### src/rtl/fifo_occupancy_counter_bank.sv
// fifo_occupancy_counter_bank
//   Bank of NUM_CH independent saturating up/down occupancy counters sharing a
//   programmable threshold. Each channel reports done (count >= target),
//   empty (count == 0), a one-cycle done pulse, and sticky overflow/underflow
//   errors for refused increments/decrements.
// Ports
//   clk, rst          : clock, synchronous active-high reset
//   flush/inc/dec     : [NUM_CH] per-channel clear / write / read requests
//   target_load       : load target_in (0 is stored as 1) into shared threshold
//   target_in         : [CNT_W] new threshold
//   err_clr           : clear all sticky error flags (new events win)
//   count_out         : [NUM_CH*CNT_W] channel i at [i*CNT_W +: CNT_W]
//   target            : [CNT_W] current threshold
//   done/empty        : [NUM_CH] status, combinational from registered state
//   done_pulse        : [NUM_CH] high in the first cycle done rises
//   ovf_err/unf_err   : [NUM_CH] sticky refused-inc / refused-dec flags

module fifo_occupancy_ch #(
  parameter int CNT_W = 7
) (
  input  logic             clk,
  input  logic             rst,
  input  logic             flush,
  input  logic             inc,
  input  logic             dec,
  input  logic             err_clr,
  input  logic [CNT_W-1:0] target,
  output logic [CNT_W-1:0] count,
  output logic             done,
  output logic             empty,
  output logic             done_pulse,
  output logic             ovf_err,
  output logic             unf_err
);
  logic [CNT_W-1:0] cnt_nxt;
  logic             ovf_set, unf_set, done_q;

  // target >= 1 and count < target before +1, so the increment never carries.
  always_comb begin
    cnt_nxt = count;
    ovf_set = 1'b0;
    unf_set = 1'b0;
    if (flush) begin
      cnt_nxt = '0;
    end else if (inc && dec) begin
      cnt_nxt = count;
    end else if (inc) begin
      if (count < target) cnt_nxt = count + 1'b1;
      else                ovf_set = 1'b1;
    end else if (dec) begin
      if (count != '0) cnt_nxt = count - 1'b1;
      else             unf_set = 1'b1;
    end
  end

  always_ff @(posedge clk) begin
    if (rst) begin
      count   <= '0;
      done_q  <= 1'b0;
      ovf_err <= 1'b0;
      unf_err <= 1'b0;
    end else begin
      count   <= cnt_nxt;
      done_q  <= done;
      // set-dominant: an error in the clear cycle survives
      ovf_err <= ovf_set | (ovf_err & ~err_clr);
      unf_err <= unf_set | (unf_err & ~err_clr);
    end
  end

  assign done       = (count >= target);
  assign empty      = (count == '0);
  assign done_pulse = done & ~done_q;
endmodule

module fifo_occupancy_counter_bank #(
  parameter int NUM_CH         = 4,
  parameter int CNT_W          = 7,
  parameter int DEFAULT_TARGET = 64
) (
  input  logic                    clk,
  input  logic                    rst,
  input  logic [NUM_CH-1:0]       flush,
  input  logic [NUM_CH-1:0]       inc,
  input  logic [NUM_CH-1:0]       dec,
  input  logic                    target_load,
  input  logic [CNT_W-1:0]        target_in,
  input  logic                    err_clr,
  output logic [NUM_CH*CNT_W-1:0] count_out,
  output logic [CNT_W-1:0]        target,
  output logic [NUM_CH-1:0]       done,
  output logic [NUM_CH-1:0]       empty,
  output logic [NUM_CH-1:0]       done_pulse,
  output logic [NUM_CH-1:0]       ovf_err,
  output logic [NUM_CH-1:0]       unf_err
);
  localparam logic [CNT_W-1:0] TGT_RST = CNT_W'(DEFAULT_TARGET);

  // Channels see the registered target, so inc in a load cycle is judged
  // against the old threshold. A zero target would make every channel
  // permanently done at empty, so it is clamped to 1.
  always_ff @(posedge clk) begin
    if (rst)              target <= TGT_RST;
    else if (target_load) target <= (target_in == '0) ? CNT_W'(1) : target_in;
  end

  for (genvar g = 0; g < NUM_CH; g++) begin : g_ch
    fifo_occupancy_ch #(.CNT_W(CNT_W)) u_ch (
      .clk        (clk),
      .rst        (rst),
      .flush      (flush[g]),
      .inc        (inc[g]),
      .dec        (dec[g]),
      .err_clr    (err_clr),
      .target     (target),
      .count      (count_out[g*CNT_W +: CNT_W]),
      .done       (done[g]),
      .empty      (empty[g]),
      .done_pulse (done_pulse[g]),
      .ovf_err    (ovf_err[g]),
      .unf_err    (unf_err[g])
    );
  end
endmodule

### config.mk
export PLATFORM = sky130hd
export DESIGN_NAME = fifo_occupancy_counter_bank
export DESIGN_NICKNAME = d
export VERILOG_FILES = /design/src/rtl/fifo_occupancy_counter_bank.sv
export SDC_FILE = /design/constraint.sdc
export NUM_CORES = 1
export LEC_CHECK = 0
export ABC_AREA = 1
export CAP_MARGIN = 5
export CORE_MARGIN = 2
export CORE_UTILIZATION = 57
export DETAILED_ROUTE_END_ITERATION = 6
export PLACE_DENSITY = 0.85
export SETUP_SLACK_MARGIN = 0.1
export SYNTH_ARGS = -nofsm -noshare
export SYNTH_HDL_FRONTEND = slang
export SYNTH_SLANG_ARGS = --single-unit
### constraint.sdc
create_clock -name clk -period 3.1 [get_ports clk]
set_input_delay 0.465 -clock clk [delete_from_list [all_inputs] [get_ports clk]]
set_output_delay 0.465 -clock clk [all_outputs]
set_load 0.05 [all_outputs]
### Word-level counts from Yosys, hierarchy flattened

Cells that the tools add are included.

| word-level totals | value |
|---|---|
| bits in registers | 47 |
| memory bits (read-only) | 0 |
| bits in latches | 0 |
| memory bits (writable) | 0 |
| memories | 0 |

| operators by class | value |
|---|---|
| multiply operators | 0 |
| div/mod/pow operators | 0 |
| reduce and logical (&&, ||, !) cells | 29 |
| shift-type cells | 0 |
| $add $sub $neg | 8 |
| bitwise logic cells | 29 |
| mux-type cells | 53 |
| equality and inequality tests | 4 |
| order comparisons | 8 |

Operators by type and width:

| cell | count |
|---|---|
| $mux W7 | 17 |
| $mux W1 | 36 |
| $logic_not A7 Y1 | 5 |
| $add A7 B1 Y7 const B | 4 |
| $ge A7 B7 Y1 | 4 |
| $lt A7 B7 Y1 | 4 |
| $reduce_bool A7 Y1 | 4 |
| $sub A7 B1 Y7 const B | 4 |
| $reduce_and A4 Y1 | 4 |
| $reduce_bool A2 Y1 | 8 |
| $and A1 B1 Y1 | 12 |
| $not A1 Y1 | 9 |
| $ne A2 B1 Y1 const B | 4 |
| $or A1 B1 Y1 | 8 |
| $reduce_or A2 Y1 | 4 |
| $logic_and A1 B1 Y1 | 4 |

### Logic depth before layout (Yosys ltp)

Gate-level depths: netlist (run 1).

| depth | value |
|---|---|
| depth after elaboration | 7 |
| depth in mapped cells | 12 |
| gate-level depth less buffers | 11 |

### Cells and area by module

A second synthesis (run 1) with hierarchy kept.

| second synthesis, totals | value |
|---|---|
| cells, all modules | 627 |
| area, all modules | 4175.3 um^2 |

Modules (own cells, without submodules):

| module | times used | cells each | area each (um^2) |
|---|---|---|---|
| fifo_occupancy_ch at g_ch[0].u_ch ... | 3 | 146 | 968.4 |
| fifo_occupancy_ch at g_ch[3].u_ch | 1 | 155 | 1014.7 |
| fifo_occupancy_counter_bank | 1 | 34 | 255.2 |

### Worst setup path before layout (run 1)

OpenSTA, ideal clock, no wires.

| path | value |
|---|---|
| path kind | register to output |
| from | register target[6] |
| to | output done_pulse[2] |
| buffers on the path | 1 |
| path slack | 806 ps |
| cell stages (with the launch flop) | 10 |
| arrival | 1829 ps |
| cells stage by stage | dfxtp_1 > inv_1 > ha_1 > nand2_1 > inv_1 > a21oi_2 > nand3_1 > nand2_1 > inv_1 > buf_4 |

| between the ends | value |
|---|---|
| longest elaborated chain between the ends | 2 |

RTL lines:

| what | line | RTL |
|---|---|---|
| start: declaration | 90 | `output logic [CNT_W-1:0] target,` |
| start signal: assignment | 104 | `else if (target_load) target <= (target_in == '0) ? CNT_W'(1) : target_in;` |
| $ge A7 B7 Y1 | 71 | `assign done = (count >= target);` |
| net g_ch[2].u_ch.done | 29 | `output logic done,` |
| $and A1 B1 Y1 | 73 | `assign done_pulse = done & ~done_q;` |
| end: declaration | 93 | `output logic [NUM_CH-1:0] done_pulse,` |

The timed path passes the listed nets, and every way through them passes these cells.

### Final worst setup path (run 1)

| path | value |
|---|---|
| from | register target[6] |
| to | output done[1] |

| between the ends | value |
|---|---|
| longest elaborated chain between the ends | 1 |

RTL lines:

| what | line | RTL |
|---|---|---|
| $ge A7 B7 Y1 | 71 |  |
| end: declaration | 91 | `output logic [NUM_CH-1:0] done,` |

No other way between the ends.

==> impl_metrics.json, run 1 <==
{
  "grt_pass1_wl_um": 15700,
  "pre_cts_slack_ns": 0.465,
  "antenna_found_initial": 0,
  "synth_compound_area_frac": 0.0793,
  "cpMostUsedCell": "nand2_1",
  "path_max_fanout": 5,
  "maxCapViolations": 0,
  "cts_max_path_buffers": 2,
  "final_hold_viol_count": 0,
  "cts.sinks": 47,
  "drv_slew": 0,
  "crit_path_start_kind": "flip-flop",
  "setup_tns_ns": 0,
  "outcome": "complete, no violations",
  "ys_types": 33,
  "yosys.area.top_type": "dfxtp_1",
  "met1_usage": 0.312,
  "start_util": 0.586,
  "die_x_um": 87.4,
  "synth-edff-count": 0,
  "top_usage_layer": "met2",
  "synthSimpleGateAreaFrac": 0.348,
  "netlist_instances": 602,
  "rsz0062_at_grt": "false",
  "grt_pass1_vias": 3624,
  "netlist_top_cells_area": "dfxtp_1, nand2_1, ha_1",
  "setup_viol": 0,
  "yosysWarnings": 0,
  "core.rowCount": 30,
  "wl_per_cell_um": 12.7,
  "io_buffers": 77,
  "ys_seq_area_frac": 0.238,
  "gr-total-overflow": 0,
  "vias": 3896,
  "diodes": 0,
  "nets": 738,
  "period_share": 0.916,
  "worst-path-buf-inv": 2,
  "place_hpwl_um": 7470,
  "synth_top_family_by_area": "simple AND/OR/NAND/NOR gates",
  "path_class": "reg2out",
  "ir_worst_vdd_mv": 0.231,
  "path_clk_slew_ns": 0.09,
  "syn_area_per_cell_um2": 6.58,
  "numCtsBuffers": 5,
  "crit_chain": "inv_1, ha_1, nand2_1, nor2_1, nand2_1, nand3_1, clkdlybuf4s50_1",
  "cts-root-buf": "clkbuf_8",
  "maxSlewHeadroom": 0.464,
  "cp-end-kind": "primary output",
  "async_flop_share": 0,
  "yosysMostFrequentCell": "nand2_1",
  "io_pins": 78,
  "cp_slowest_stage_delay_ns": 0.82,
  "fmax_ghz": 0.352,
  "crit_family": "buffers and inverters",
  "core_area_mm2": 0.00676,
  "drive_gt1_frac": 0.0482,
  "globalplace.congestion": 0.903,
  "synthFlopType": "dfxtp_1",
  "muxShareOfSynthArea": 0,
  "use_met2": 0.466,
  "cts_tree": "built",
  "required_ns": 2.63,
  "routed_wl_um": 9470,
  "ys_seq_elements": 47,
  "crit_path_top_delay_cell": "clkdlybuf4s50_1",
  "layout_setup_ws_ns": 0.262,
  "grt_usage": 0.254,
  "power_leakage_uw": 0.00260,
  "period_needed_ns": 2.84,
  "dr.pass1.iters": 4,
  "htreeDepth": 2,
  "netlist.area_leader.share": 0.238,
  "die_y_um": 87.4,
  "p_per_area_mw_per_mm2": 435,
  "hold_buffers": 0,
  "synthAdderAreaFrac": 0.172,
  "syn_nets": 677,
  "clk_latency_ns": 0.30,
  "viasPerCell": 5.24,
  "hold_class": "reg2reg",
  "cp.arrival_ns": 2.37,
  "drt_iter0_drc": 152,
  "synth_xor_area_frac": 0.0265,
  "netlist_area_mm2": 0.00396,
  "synth_common_cells": "nand2_1, inv_1, nor2_1",
  "area_growth_pct": 21.0,
  "antenna_left": 0,
  "worst_pin_slew_ns": 0.801,
  "die_area_mm2": 0.00763,
  "use_met3": 0.0379,
  "grt_start_max_net_pins": 15,
  "fin_skew_ns": 0.00307,
  "drc": 0
}
-- path summary, 6_finish.rpt --
check | from | to | slack, ns | cells after the start
hold reg to reg | g_ch[1].u_ch.unf_err$_SDFF_PP0_ | g_ch[1].u_ch.unf_err$_SDFF_PP0_ | 0.46 | 2
setup reg to reg | target[4]$_SDFFE_PP0P_ | g_ch[0].u_ch.count[6]$_SDFFE_PP0P_ | 1.37 | 10
setup / recovery | target[6]$_SDFFE_PP1P_ | done[1] | 0.26 | 7
hold / removal | g_ch[1].u_ch.unf_err$_SDFF_PP0_ | g_ch[1].u_ch.unf_err$_SDFF_PP0_ | 0.46 | 2
-- where the power goes --
group          switching [uW]  internal (uW)
clock network             216            261
logic                     596            321
registers                49.2            643
total                     861           1220
-- metal layers --
| layer | wire length (um) | part of all wire |
|---|---|---|
| met1 | 4150 | 0.44 |
| met2 | 4670 | 0.49 |
| met3 | 542 | 0.057 |
| met4 | 104 | 0.011 |
| met5 | 0 | 0 |
-- placed cells by master (no fill, tap or decap), drive strengths merged --
cell type and count:
fa 4, a21oi 40, or2 1, clkdlybuf4s50 71, clkinv 1, nand2 176, dfxtp 47, bufinv 1
nor2 71, dlymetal6s2s 6, and2 2, clkbuf 6, xor2 7, o21ai 11, xnor2 5, inv 99
nand4 14, a21boi 1, nand3b 4, ha 48, nand3 47, a32o 1, nor4 1
-- cell type report --
class                           instances  area (um2)
Inverter                               99         372
Timing Repair Buffer                   77         786
Sequential cell                        47         941
Clock inverter                          2        35.0
Clock buffer                            6        82.6
Multi-Input combinational cell        433        2480
Tap cell                               80         100
Fill cell                             581        1960
-- per-stage QoR --
stage,area (um2),utilization,total power (uW),instances,hold slack (ns)
after detailed placement,4660,0.690,1620,736,0.443
final,4790,0.710,2090,744,0.457
after global routing,4790,0.710,2210,744,0.489
after floorplan,3960,-,1410,602,0.427
after global placement,4660,0.690,1590,736,0.441
after CTS,4780,0.707,2090,744,0.460
-- repair_timing --
item	CTS	global route
setup endpoints to repair	0	6
setup buffers	0	0
gates resized for setup	0	6
endpoints found under the hold margin	0	0
-- tightest hold or removal path: stages, from the launching register on --
cell and delay, ns:
dfxtp_1 0.32, nand2_1 0.06, nand2_1 0.05
-- flip-flops by register name, indices dropped and copies added, names as in the netlist --
signal             cells
g_ch.u_ch.unf_err      4
g_ch.u_ch.done_q       4
g_ch.u_ch.ovf_err      4
target                 7
g_ch.u_ch.count       28
-- kinds of logic after synthesis --
group,after synthesis
simple gates,316
buf+inv,122
compound gates,53
fa+ha+maj,52
flops,47
xor+xnor,12
Note: power is estimated with default switching activity, not from simulation.
==> run 2, diff against run 1 <==
--- a/config.mk
+++ b/config.mk
@@ -11,7 +11,7 @@
 export CORE_UTILIZATION = 57
 export DETAILED_ROUTE_END_ITERATION = 6
 export PLACE_DENSITY = 0.85
-export SETUP_SLACK_MARGIN = 0.1
+export SETUP_SLACK_MARGIN = 0.4
 export SYNTH_ARGS = -nofsm -noshare
 export SYNTH_HDL_FRONTEND = slang
 export SYNTH_SLANG_ARGS = --single-unit
==> constraint.sdc (replaced) <==
create_clock -name clk -period 3.1 [get_ports clk]
set_input_delay 0.465 -clock clk [delete_from_list [all_inputs] [get_ports clk]]
set_output_delay 0.465 -clock clk [all_outputs]
set_load 0.005 [all_outputs]
==> impl_metrics.json, run 2 (same netlist as run 1, synthesis figures left out) <==
{
  "period_share": 0.857,
  "drt_iter0_drc": 166,
  "fin_skew_ns": 0.00859,
  "largest_register_ffs": 28,
  "gr-total-overflow": 0,
  "nets": 738,
  "path_class": "reg2out",
  "start_util": 0.586,
  "die_y_um": 87.4,
  "die_x_um": 87.4,
  "cts-root-buf": "clkbuf_8",
  "layout_setup_ws_ns": 0.444,
  "path_clk_slew_ns": 0.09,
  "rsz0062_at_grt": "true",
  "routed_wl_um": 10000,
  "viasPerCell": 5.34,
  "setup_viol": 0,
  "cts_tree": "built",
  "cp-end-kind": "primary output",
  "vias": 3975,
  "hold_class": "reg2reg",
  "power_leakage_uw": 0.00253,
  "regMostFlops": "g_ch.u_ch.count",
  "routed-wl-met3_um": 543,
  "final_cell_mix": "nand2_1, inv_1, clkdlybuf4s50_1, nor2_1, ha_1",
  "path_max_fanout": 5,
  "io_buffers": 77,
  "numCtsBuffers": 5,
  "globalplace.congestion": 0.978,
  "worst_pin_slew_ns": 0.792,
  "drc": 0,
  "grt_usage": 0.264,
  "final_hold_viol_count": 0,
  "fmax_ghz": 0.377,
  "wl_met1_um": 4220,
  "clk_latency_ns": 0.31,
  "pre_cts_slack_ns": 0.741,
  "hold_buffers": 0,
  "area_growth_pct": 21.9,
  "ir_worst_vdd_mv": 0.227,
  "cts_max_path_buffers": 2,
  "wl_per_cell_um": 13.5,
  "topRoutingLayerUsed": "met4",
  "diodes": 0,
  "drv_slew": 0,
  "place_hpwl_um": 7750,
  "grt_pass1_wl_um": 16200,
  "grt_pass1_vias": 3680,
  "crit_path_start_kind": "flip-flop",
  "io_pins": 78,
  "reg.largest.list": "g_ch.u_ch.count: 28 flops, target: 7 flops",
  "grt_start_max_net_pins": 15,
  "dr.pass1.iters": 5,
  "outcome": "complete, no violations",
  "cts.sinks": 47,
  "drive_gt1_frac": 0.0768,
  "htreeDepth": 2,
  "p_per_area_mw_per_mm2": 391,
  "period_needed_ns": 2.66,
  "die_area_mm2": 0.00763,
  "final_common_cell": "nand2_1",
  "setup_tns_ns": 0,
  "cp.arrival_ns": 2.19,
  "antenna_found_initial": 0,
  "required_ns": 2.63,
  "core_area_mm2": 0.00676,
  "core.rowCount": 30,
  "post-cts-setup-buffers": 0,
  "maxCapViolations": 0,
  "wl_met2_um": 4960,
  "antenna_left": 0,
  "maxSlewHeadroom": 0.470
}
run 2: cell types whose count changed in the layout (fill, tap and decap cells not counted), moves of 5 or more:
cell | previous run | this run
clkdlybuf4s50_1 | 71 | 77
dlymetal6s2s_1 | 6 | 0
dfxtp_1 | 47 | 42
dfxtp_2 | 0 | 5
run 2: layer usage:
| metal | track usage | up-vias |
|---|---|---|
| met3 | 0.0427 | 24 |
| met2 | 0.463 | 137 |
| met4 | 0.0965 | 0 |
| met5 | 0 | - |
| met1 | 0.323 | 1805 |
| li1 | - | 2009 |
run 2: report_power, final:
part	switching (uW)	leakage, uW	total, uW	internal [uW]
Clock	220	0.0000612	481	261
Sequential	49.9	0.000386	694	644
Combinational	386	0.00208	713	328
run 2: critical path: stages, from the launching register on:
cell and delay (ns):
dfxtp_1 0.47, ha_1 0.28, nand2_1 0.10, inv_1 0.06, a21oi_2 0.25, nand3_2 0.18, nand2_1 0.09, inv_1 0.04
clkdlybuf4s50_1 0.43
run 2: per-stage QoR:
step / instances / power, uW / cell area, um2 / hold slack [ns] / utilization
2_1_floorplan: 602 / 1180 / 3960 / 0.427 / -
3_3_place_gp: 736 / 1360 / 4660 / 0.439 / 0.690
3_5_place_dp: 736 / 1390 / 4660 / 0.445 / 0.690
4_1_cts: 744 / 1870 / 4780 / 0.460 / 0.708
5_1_grt: 744 / 2020 / 4830 / 0.482 / 0.715
6_report: 744 / 1890 / 4830 / 0.457 / 0.715
run 2: worst paths after layout:
path                                                          from                                 end  slack (ns)  cells past startpoint
worst max-delay path            g_ch[0].u_ch.count[5]$_SDFFE_PP0P_                       done_pulse[0]        0.44                      8
worst min-delay path               g_ch[1].u_ch.unf_err$_SDFF_PP0_     g_ch[1].u_ch.unf_err$_SDFF_PP0_        0.46                      2
worst max register to register  g_ch[0].u_ch.count[5]$_SDFFE_PP0P_  g_ch[0].u_ch.count[0]$_SDFFE_PP0P_        1.28                      9
worst min register to register     g_ch[1].u_ch.unf_err$_SDFF_PP0_     g_ch[1].u_ch.unf_err$_SDFF_PP0_        0.46                      2
run 2: cell type report:
type                       count  area [um2]
clock buffer                   6        82.6
fill                         564        1930
multi-input combinational    433        2520
clock inverter                 2        35.0
sequential                    47         947
timing repair buffer          77         771
inverter                      99         372
tap                           80         100
run 2: what timing repair did:
action	in CTS	in global routing
gates resized for setup	1	19
pin swaps	0	1
endpoints found under the setup margin	1	8
